### src/rtl/conv_core_writeback.sv
// Write-back engine: stores result lines to memory over Avalon-MM, with optional
// locked read-modify-write accumulation (wrapping or saturating per signed lane).
module conv_core_writeback #(
  parameter int unsigned        DATA_W      = 512,
  parameter int unsigned        LANE_W      = 32,
  parameter int unsigned        ADDR_W      = 64,
  parameter logic [ADDR_W-1:0]  BASE_ADDR   = '0,
  parameter int unsigned        LINE_STRIDE = 64,
  parameter int unsigned        MAX_LINES   = 512,
  localparam int unsigned       CNT_W       = $clog2(MAX_LINES + 1)
) (
  input  logic                  clk,
  input  logic                  rstn,
  input  logic                  Start_i,
  input  logic [CNT_W-1:0]      Lines_i,
  input  logic                  AccuEn_i,
  input  logic                  SatEn_i,
  input  logic [DATA_W-1:0]     WrData_i,
  input  logic                  WrReq_i,
  output logic                  WrAck_o,
  input  logic                  First_i,
  input  logic                  Last_i,
  output logic                  Halt_o,
  output logic [ADDR_W-1:0]     AvalonAddr_o,
  output logic                  AvalonRead_o,
  output logic                  AvalonWrite_o,
  output logic [DATA_W/8-1:0]   AvalonByteEnable_o,
  output logic [DATA_W-1:0]     AvalonWriteData_o,
  input  logic [DATA_W-1:0]     AvalonReadData_i,
  input  logic                  AvalonReadDataValid_i,
  output logic                  AvalonLock_o,
  input  logic                  AvalonWaitReq_i,
  output logic                  Busy_o,
  output logic                  Done_o,
  output logic                  Err_o
);

  localparam int unsigned N_LANES = DATA_W / LANE_W;

  typedef enum logic [2:0] {
    S_IDLE, S_WAIT_DATA, S_RD_REQ, S_RD_WAIT, S_WR_REQ, S_DONE
  } state_t;

  state_t              r_state;
  state_t              w_state_next;
  logic [ADDR_W-1:0]   r_addr;
  logic [CNT_W-1:0]    r_cnt;
  logic [CNT_W-1:0]    r_lines;
  logic                r_accu;
  logic                r_sat;
  logic                r_last;
  logic                r_err;
  logic [DATA_W-1:0]   r_hold;
  logic [DATA_W-1:0]   w_sum;
  logic [CNT_W-1:0]    w_cnt_inc;
  logic                w_is_final;

  assign w_cnt_inc  = r_cnt + CNT_W'(1);
  assign w_is_final = (w_cnt_inc == r_lines);

  // Per-lane signed add; one extra bit exposes overflow as a sign-bit disagreement
  genvar gi;
  generate
    for (gi = 0; gi < N_LANES; gi++) begin : g_lane
      logic [LANE_W-1:0] w_a;
      logic [LANE_W-1:0] w_b;
      logic [LANE_W:0]   w_ext;
      logic              w_ovf;
      assign w_a   = r_hold[gi*LANE_W +: LANE_W];
      assign w_b   = AvalonReadData_i[gi*LANE_W +: LANE_W];
      assign w_ext = {w_a[LANE_W-1], w_a} + {w_b[LANE_W-1], w_b};
      assign w_ovf = w_ext[LANE_W] ^ w_ext[LANE_W-1];
      assign w_sum[gi*LANE_W +: LANE_W] =
        (r_sat && w_ovf) ? (w_ext[LANE_W] ? {1'b1, {(LANE_W-1){1'b0}}}
                                          : {1'b0, {(LANE_W-1){1'b1}}})
                         : w_ext[LANE_W-1:0];
    end
  endgenerate

  always_ff @(posedge clk) begin
    if (!rstn) r_state <= S_IDLE;
    else       r_state <= w_state_next;
  end

  always_comb begin
    w_state_next = r_state;
    case (r_state)
      S_IDLE:      if (Start_i) w_state_next = (Lines_i == '0) ? S_DONE : S_WAIT_DATA;
      S_WAIT_DATA: if (WrReq_i) w_state_next = r_accu ? S_RD_REQ : S_WR_REQ;
      S_RD_REQ:    if (!AvalonWaitReq_i) w_state_next = S_RD_WAIT;
      S_RD_WAIT:   if (AvalonReadDataValid_i) w_state_next = S_WR_REQ;
      S_WR_REQ:    if (!AvalonWaitReq_i) w_state_next = (w_is_final || r_last) ? S_DONE : S_WAIT_DATA;
      S_DONE:      w_state_next = S_IDLE;
      default:     w_state_next = S_IDLE;
    endcase
  end

  always_ff @(posedge clk) begin
    if (!rstn) begin
      r_addr  <= '0;
      r_cnt   <= '0;
      r_lines <= '0;
      r_accu  <= 1'b0;
      r_sat   <= 1'b0;
      r_last  <= 1'b0;
      r_err   <= 1'b0;
      r_hold  <= '0;
    end else begin
      case (r_state)
        S_IDLE: begin
          if (Start_i) begin
            r_lines <= Lines_i;
            r_accu  <= AccuEn_i;
            r_sat   <= SatEn_i;
            r_addr  <= BASE_ADDR;
            r_cnt   <= '0;
            r_last  <= 1'b0;
            r_err   <= 1'b0;
          end
        end
        S_WAIT_DATA: begin
          if (WrReq_i) begin
            r_hold <= WrData_i;
            r_last <= Last_i;
            // Last must coincide exactly with the final line; First only on line 0
            if ((First_i && (r_cnt != '0)) || (Last_i != w_is_final))
              r_err <= 1'b1;
          end
        end
        S_RD_WAIT: begin
          if (AvalonReadDataValid_i) r_hold <= w_sum;
        end
        S_WR_REQ: begin
          if (!AvalonWaitReq_i) begin
            r_addr <= r_addr + ADDR_W'(LINE_STRIDE);
            r_cnt  <= w_cnt_inc;
          end
        end
        default: ;
      endcase
    end
  end

  assign WrAck_o            = (r_state == S_WAIT_DATA);
  assign Halt_o             = (r_state == S_RD_REQ) || (r_state == S_RD_WAIT) || (r_state == S_WR_REQ);
  assign AvalonRead_o       = (r_state == S_RD_REQ);
  assign AvalonWrite_o      = (r_state == S_WR_REQ);
  assign AvalonByteEnable_o = (AvalonRead_o || AvalonWrite_o) ? {(DATA_W/8){1'b1}} : '0;
  assign AvalonAddr_o       = r_addr;
  assign AvalonWriteData_o  = r_hold;
  assign AvalonLock_o       = r_accu && Halt_o;
  assign Busy_o             = (r_state != S_IDLE);
  assign Done_o             = (r_state == S_DONE);
  assign Err_o              = r_err;

endmodule

### config.mk
export PLATFORM = sky130hd
export DESIGN_NAME = conv_core_writeback
export DESIGN_NICKNAME = d
export VERILOG_FILES = /design/src/rtl/conv_core_writeback.sv
export SDC_FILE = /design/constraint.sdc
export NUM_CORES = 2
export LEC_CHECK = 0
export BUFFER_PORTS_ARGS = -buffer_cell sky130_fd_sc_hd__buf_4
export CAP_MARGIN = 20
export CORE_AREA = 2 2 659 661
export DETAILED_ROUTE_END_ITERATION = 10
export DIE_AREA = 0 0 661 663
export SYNTH_ARGS = -nofsm -noshare
export SYNTH_HDL_FRONTEND = slang
export SYNTH_SLANG_ARGS = --single-unit
### constraint.sdc
create_clock -name clk -period 15.7 [get_ports clk]
set_input_delay 4.71 -clock clk [delete_from_list [all_inputs] [get_ports clk]]
set_output_delay 4.71 -clock clk [all_outputs]
set_load 0.05 [all_outputs]
; After elaboration in Yosys (flattened, before gate mapping)
; Cells that the tools add are included.
[totals]
output_inout_bits = 648
wordCells = 149
inputBits = 1044
regBits = 603
[op_classes]
eq_ne = 13
reduce_logical = 36
addsub = 18
bitwise_logic = 16
muxes = 57
[ops]
columns = operator, n
row1 = $mux 32, 32
row2 = $mux 512, 2
row3 = $pmux 512 s2, 1
row4 = $add 32x32->33, 16
row5 = $mux 64, 3
row6 = $pmux 64 s2, 1
row7 = $add 64x7->64 const B, 1
row8 = $mux 3, 8
row9 = $mux 10, 2
row10 = $pmux 10 s2, 1
row11 = $logic_and 1x1->1, 18
row12 = $xor 1x1->1, 16
row13 = $pmux 3 s5, 1
row14 = $add 10x1->10 const B, 1
row15 = $eq 10x10->1, 1
row16 = $logic_not 10->1, 1
row17 = $ne 2x2->1 const B, 5
row18 = $reduce_bool 10->1, 1
row19 = $reduce_and 3->1, 3
row20 = $eq 3x2->1 const B, 2
row21 = $eq 3x3->1 const B, 2
row22 = $reduce_bool 2->1, 3
row23 = $logic_or 1x1->1, 5
row24 = $reduce_and 5->1, 1
row25 = 9 further kinds, 13

; Logic depth before layout (Yosys ltp)
[depth]
ltp_word = 7
depth_mapped = 16
depth_no_buf = 14

; Worst setup path after synthesis
; OpenSTA, ideal clock, no wires.
[synth_path]
kind = flip-flop to output port
from = register r_state[2]
to = output AvalonByteEnable_o[10]
path_stages_with_launch = 5
path_buffers = 2
required_ps = 10990
arrival_ps = 5707
slack_ps = 5283
path_cell_list = dfxtp_1 clkbuf_1 nand2b_1 o21ai_0 buf_4
[synth_via]
elab_chain_len = 3
word_cells_on_any_way = 4
cone_classes = eq/ne (2) / mux (1) / reduce/logical (1)
[synth_rtl]
columns = element, line_no
row1 = "start, declared", 44  ; state_t r_state;
row2 = "start signal, assigned", 82  ; else r_state <= w_state_next;
row3 = $eq 3x2->1 or $eq 3x3->1 (tied branches), "146, 147"
row4 = $logic_or 1x1->1 *, 148  ; assign AvalonByteEnable_o = (AvalonRead_o || AvalonWrite_o) ? {(DATA_W/8){1'b1}} : '0;
row5 = $mux 64 *, 148
row6 = "end, declared", 27  ; output logic [DATA_W/8-1:0] AvalonByteEnable_o,
; Every way passes the cells marked *; elsewhere a longest branch is shown, timed or not.

; Worst setup path after layout
[layout_path]
from = input AvalonReadData_i[0]
to = register r_hold[7], in the netlist AvalonWriteData_o[7]
[layout_via]
elab_chain_len = 6
word_cells_on_any_way = 7
cone_classes = add/sub (1) / mux (4) / bitwise (1) / reduce/logical (1)
[layout_rtl]
columns = element, line_no
row1 = "start, declared", 29  ; input logic [DATA_W-1:0] AvalonReadData_i,
row2 = $add 32x32->33 *, 71  ; assign w_ext = {w_a[LANE_W-1], w_a} + {w_b[LANE_W-1], w_b};
row3 = $xor 1x1->1, 72  ; assign w_ovf = w_ext[LANE_W] ^ w_ext[LANE_W-1];
row4 = $logic_and 1x1->1, 74  ; (r_sat && w_ovf) ? (w_ext[LANE_W] ? {1'b1, {(LANE_W-1){1'b0}}}
row5 = $mux 32 *, 74
row6 = $mux 512 *, 131  ; if (AvalonReadDataValid_i) r_hold <= w_sum;
row7 = $pmux 512 s2 *, 109  ; case (r_state)
row8 = "end signal, assigned", 123  ; r_hold <= WrData_i;
row9 = "end signal, assigned", 131
row10 = "end, declared", 53  ; logic [DATA_W-1:0] r_hold;
; Every way passes the cells marked *; elsewhere a longest branch is shown, timed or not. The select of a mux whose other input is x is not followed.
; A chain may end at the register's enable or synchronous reset.

==> impl_metrics.yaml <==
die:
  fp.dieW_um: 661
  num_rows: 242
  ios: 1692
  dieArea_mm2: 0.438
  die_h_um: 663
  coreArea_mm2: 0.432
  start_util_pct: 12.2
synth:
  synth-warning-count: 0
  syn_avg_cell_area_um2: 7.37
  synth_top_area_share_pct: 22.7
  syn_area_mm2: 0.0526
  synthTopCellsByCount: "o21ai_0 (970), a21oi_1 (920), nand2_1 (765)"
  synth_cell_types: 109
  netlist_instances: 7138
  synth_edf_count: 0
  ys_async_sr_fraction_pct: 0
  synth_flop_cell: "dfxtp_1"
  ys_ff_latch: 597
  ys_seq_area_share_pct: 22.7
  yosysTopAreaCell: "dfxtp_1"
  synth_area_leaders: "dfxtp_1 (23%), ha_1 (12%), o21ai_0 (9.2%)"
  yosysMostFrequentCell: "o21ai_0"
power_and_ir_drop:
  finalPower_mw: 6.82
  ir_worst_vdd_mv: 0.0647
  pwr-share-comb_pct: 38.5
  power.leakage_nw: 32.2
  p_int_mw: 3.99
  p_sw_mw: 2.83
  seqPwrFrac_pct: 26.3
  p_per_area_mw_per_mm2: 91.0
  p_clk_share_pct: 35.2
  switching_share_pct: 41.5
global_routing:
  grt_pass1_wl_mm: 570
  grt_overflow: 0
  grt_max_degree: 182
  antenna_found_initial: 353
  grt_pass1_vias: 59500
  grt.total_usage_pct: 19.3
clocking:
  numCtsBuffers: 94
  clock_latency_ns: 0.84
  cts_buffer_depth: 4
  ctsRootBufferMaster: "clkbuf_16"
  cts_tree: "built"
  cts.htree.levels: 3
  cts_setup_buffers: 0
  holdBufCountCts: 0
  clk_pin_slew_worst_paths_ns: 0.06
  cts-resized-gates: 0
  cts_num_sinks: 597
sta:
  period_minus_slack_ns: 8.75
  maxSlewHeadroom_pct: 25.0
  hold_viol: 0
  tns_ns: 0
  timing.final.crit_share_pct: 55.7
  rsz0062_at_grt: "false"
  tightest_slew_ns: 1.12
  timing.fmax_mhz: 114
  slew_viol_final: 0
  report.final.setup_viol: 0
  clock_skew_ns: 0.0462
route:
  drt-total-wl_mm: 445
  via_count: 64200
  drc_errors: 0
  wire_per_inst_um: 30.7
  viasPerCell: 4.43
  antenna_left: 0
  drt_pass1_iterations: 8
  first_iter_violations: 5756
finish:
  syn_to_final_growth_pct: 42.4
  multi_input_comb_area_mm2: 0.0380
  final_nets: 10100
  layout.cells.non_filler: 14500
  layout-drive-gt1-share_pct: 23.6
  regArea_mm2: 0.0120
  fillCellCount: 49200
  fin_area_mm2: 0.0749
critical_path:
  cp-endpoint: "AvalonWriteData_o[7]"
  crit_arrival_ns: 9.42
  required_ns: 16.38
  worstReg2RegStart: "AvalonWriteData_o[0]"
  cp-end-kind: "flip-flop"
  crit_type: "input pin to flip-flop"
  regToRegEndpoint: "AvalonWriteData_o[7]"
  reg2reg_slack_ns: 10.58
  worstRegToRegCells: 15
  crit_start: "AvalonReadData_i[0]"
  cp_max_fo: 29
  critPathLaunchType: "input pin"
job:
  maxCapViolCount: 0
placed_design:
  gp_congestion: 1.09
  place_inst: 14200
  placed_area_mm2: 0.0710
  portBuffers: 1685
  dp_hpwl_mm: 385
worst_hold_path:
  hp-class: "flip-flop to flip-flop"
run_status:
  status: "finished, final reports clean"
## worst min-delay path by stage
stage	start	end	slack, ns	cells after the start
floorplan	r_lines[6]	r_lines[6]	0.45	2
global placement	AvalonWriteData_o[169]	AvalonWriteData_o[169]	0.45	2
detailed placement	AvalonWriteData_o[169]	AvalonWriteData_o[169]	0.45	2
CTS	AvalonWriteData_o[169]	AvalonWriteData_o[169]	0.46	2
global route	r_last	r_last	0.49	2
finish	AvalonWriteData_o[169]	AvalonWriteData_o[169]	0.46	2
## logic make-up (layout without fill, tap and decap cells)
kind of cell | after synthesis | in the layout | share of synthesized area (%)
AOI/OAI and AO/OA | 2976 | 2976 | 33.8
xor gates and xnor gates | 507 | 507 | 8.44
adders and majority gates | 531 | 531 | 12.9
buffers and inverters | 621 | 2084 | 5.26
DFF | 597 | 597 | 22.7
muxes | 14 | 14 | 0.271
other | 1 | 160 | 0.00713
and+or+nand+nor | 1891 | 1891 | 16.7
## state kept, by name, summed over array words and instances, names as in the netlist
signal and count:
r_sat 1, r_cnt 10, r_state 3, Err_o 1
r_last 1, r_accu 1, AvalonWriteData_o 512, AvalonAddr_o 58
r_lines 10
## power groups by stage
stage,sequential (mW),combinational (mW),clock (mW)
floorplan,2.11,1.28,0
global route,1.80,2.79,2.50
global placement,1.82,2.60,0
detailed placement,1.82,2.60,0
finish,1.79,2.62,2.40
CTS,1.79,2.61,2.46
## area by class of cell
type / instances / area share (%)
antenna: 154 / 0.514
clock buffer: 120 / 3.46
timing repair buffer: 1768 / 18.0
multi-input combinational: 5925 / 50.8
sequential: 597 / 16.0
clock inverter: 45 / 0.987
tap: 5734 / 9.58
inverter: 151 / 0.767
## critical path, stage by stage
cell      delay, ns
buf_4          0.12
ha_1           0.22
inv_1          0.08
fa_1           0.18
nand2b_1       0.17
a21oi_1        0.13
or4_1          0.52
nand2_1        0.09
buf_4          0.13
o2111a_1       0.52
o21ai_0        0.20
a41o_1         0.32
xnor2_2        0.67
nand2_2        0.75
a31oi_1        0.41
o21ai_0        0.11
## per-stage QoR
| step | util (%) | hold slack, ns | setup WS, ns |
|---|---|---|---|
| after global routing | 17.3 | 0.489 | 6.60 |
| after detailed placement | 16.4 | 0.452 | 5.60 |
| final | 17.3 | 0.456 | 6.95 |
| after CTS | 17.2 | 0.460 | 6.49 |
| after global placement | 16.4 | 0.450 | 5.27 |
| after floorplan | - | 0.448 | 5.28 |
## layout by cell type (no fill, tap or decap), types with 31 or more instances in the layout
cell,count
a211oi_1,55
a21o_1,276
a21oi_1,919
a221oi_1,42
a31oi_1,94
and3_1,61
buf_4,1753
clkbuf_16,95
dfxtp_1,596
diode_2,154
ha_1,515
inv_1,149
nand2_1,761
nand2b_1,82
nand3_1,186
nand4_1,86
nor2_1,373
nor2b_1,58
nor3_1,97
nor4_1,31
o211ai_1,106
o21a_1,55
o21ai_0,968
o21ai_1,149
o21bai_1,60
or3_1,33
xnor2_1,317
xor2_1,189
## layer usage
metal	track usage (%)	up-vias	wire, µm
met5	0	-	1240
met4	10.4	186	26400
met3	8.67	893	53400
met2	30.9	3246	201000
met1	21.2	30800	163000
li1	-	29000	-
(Power assumes the default switching activity.)
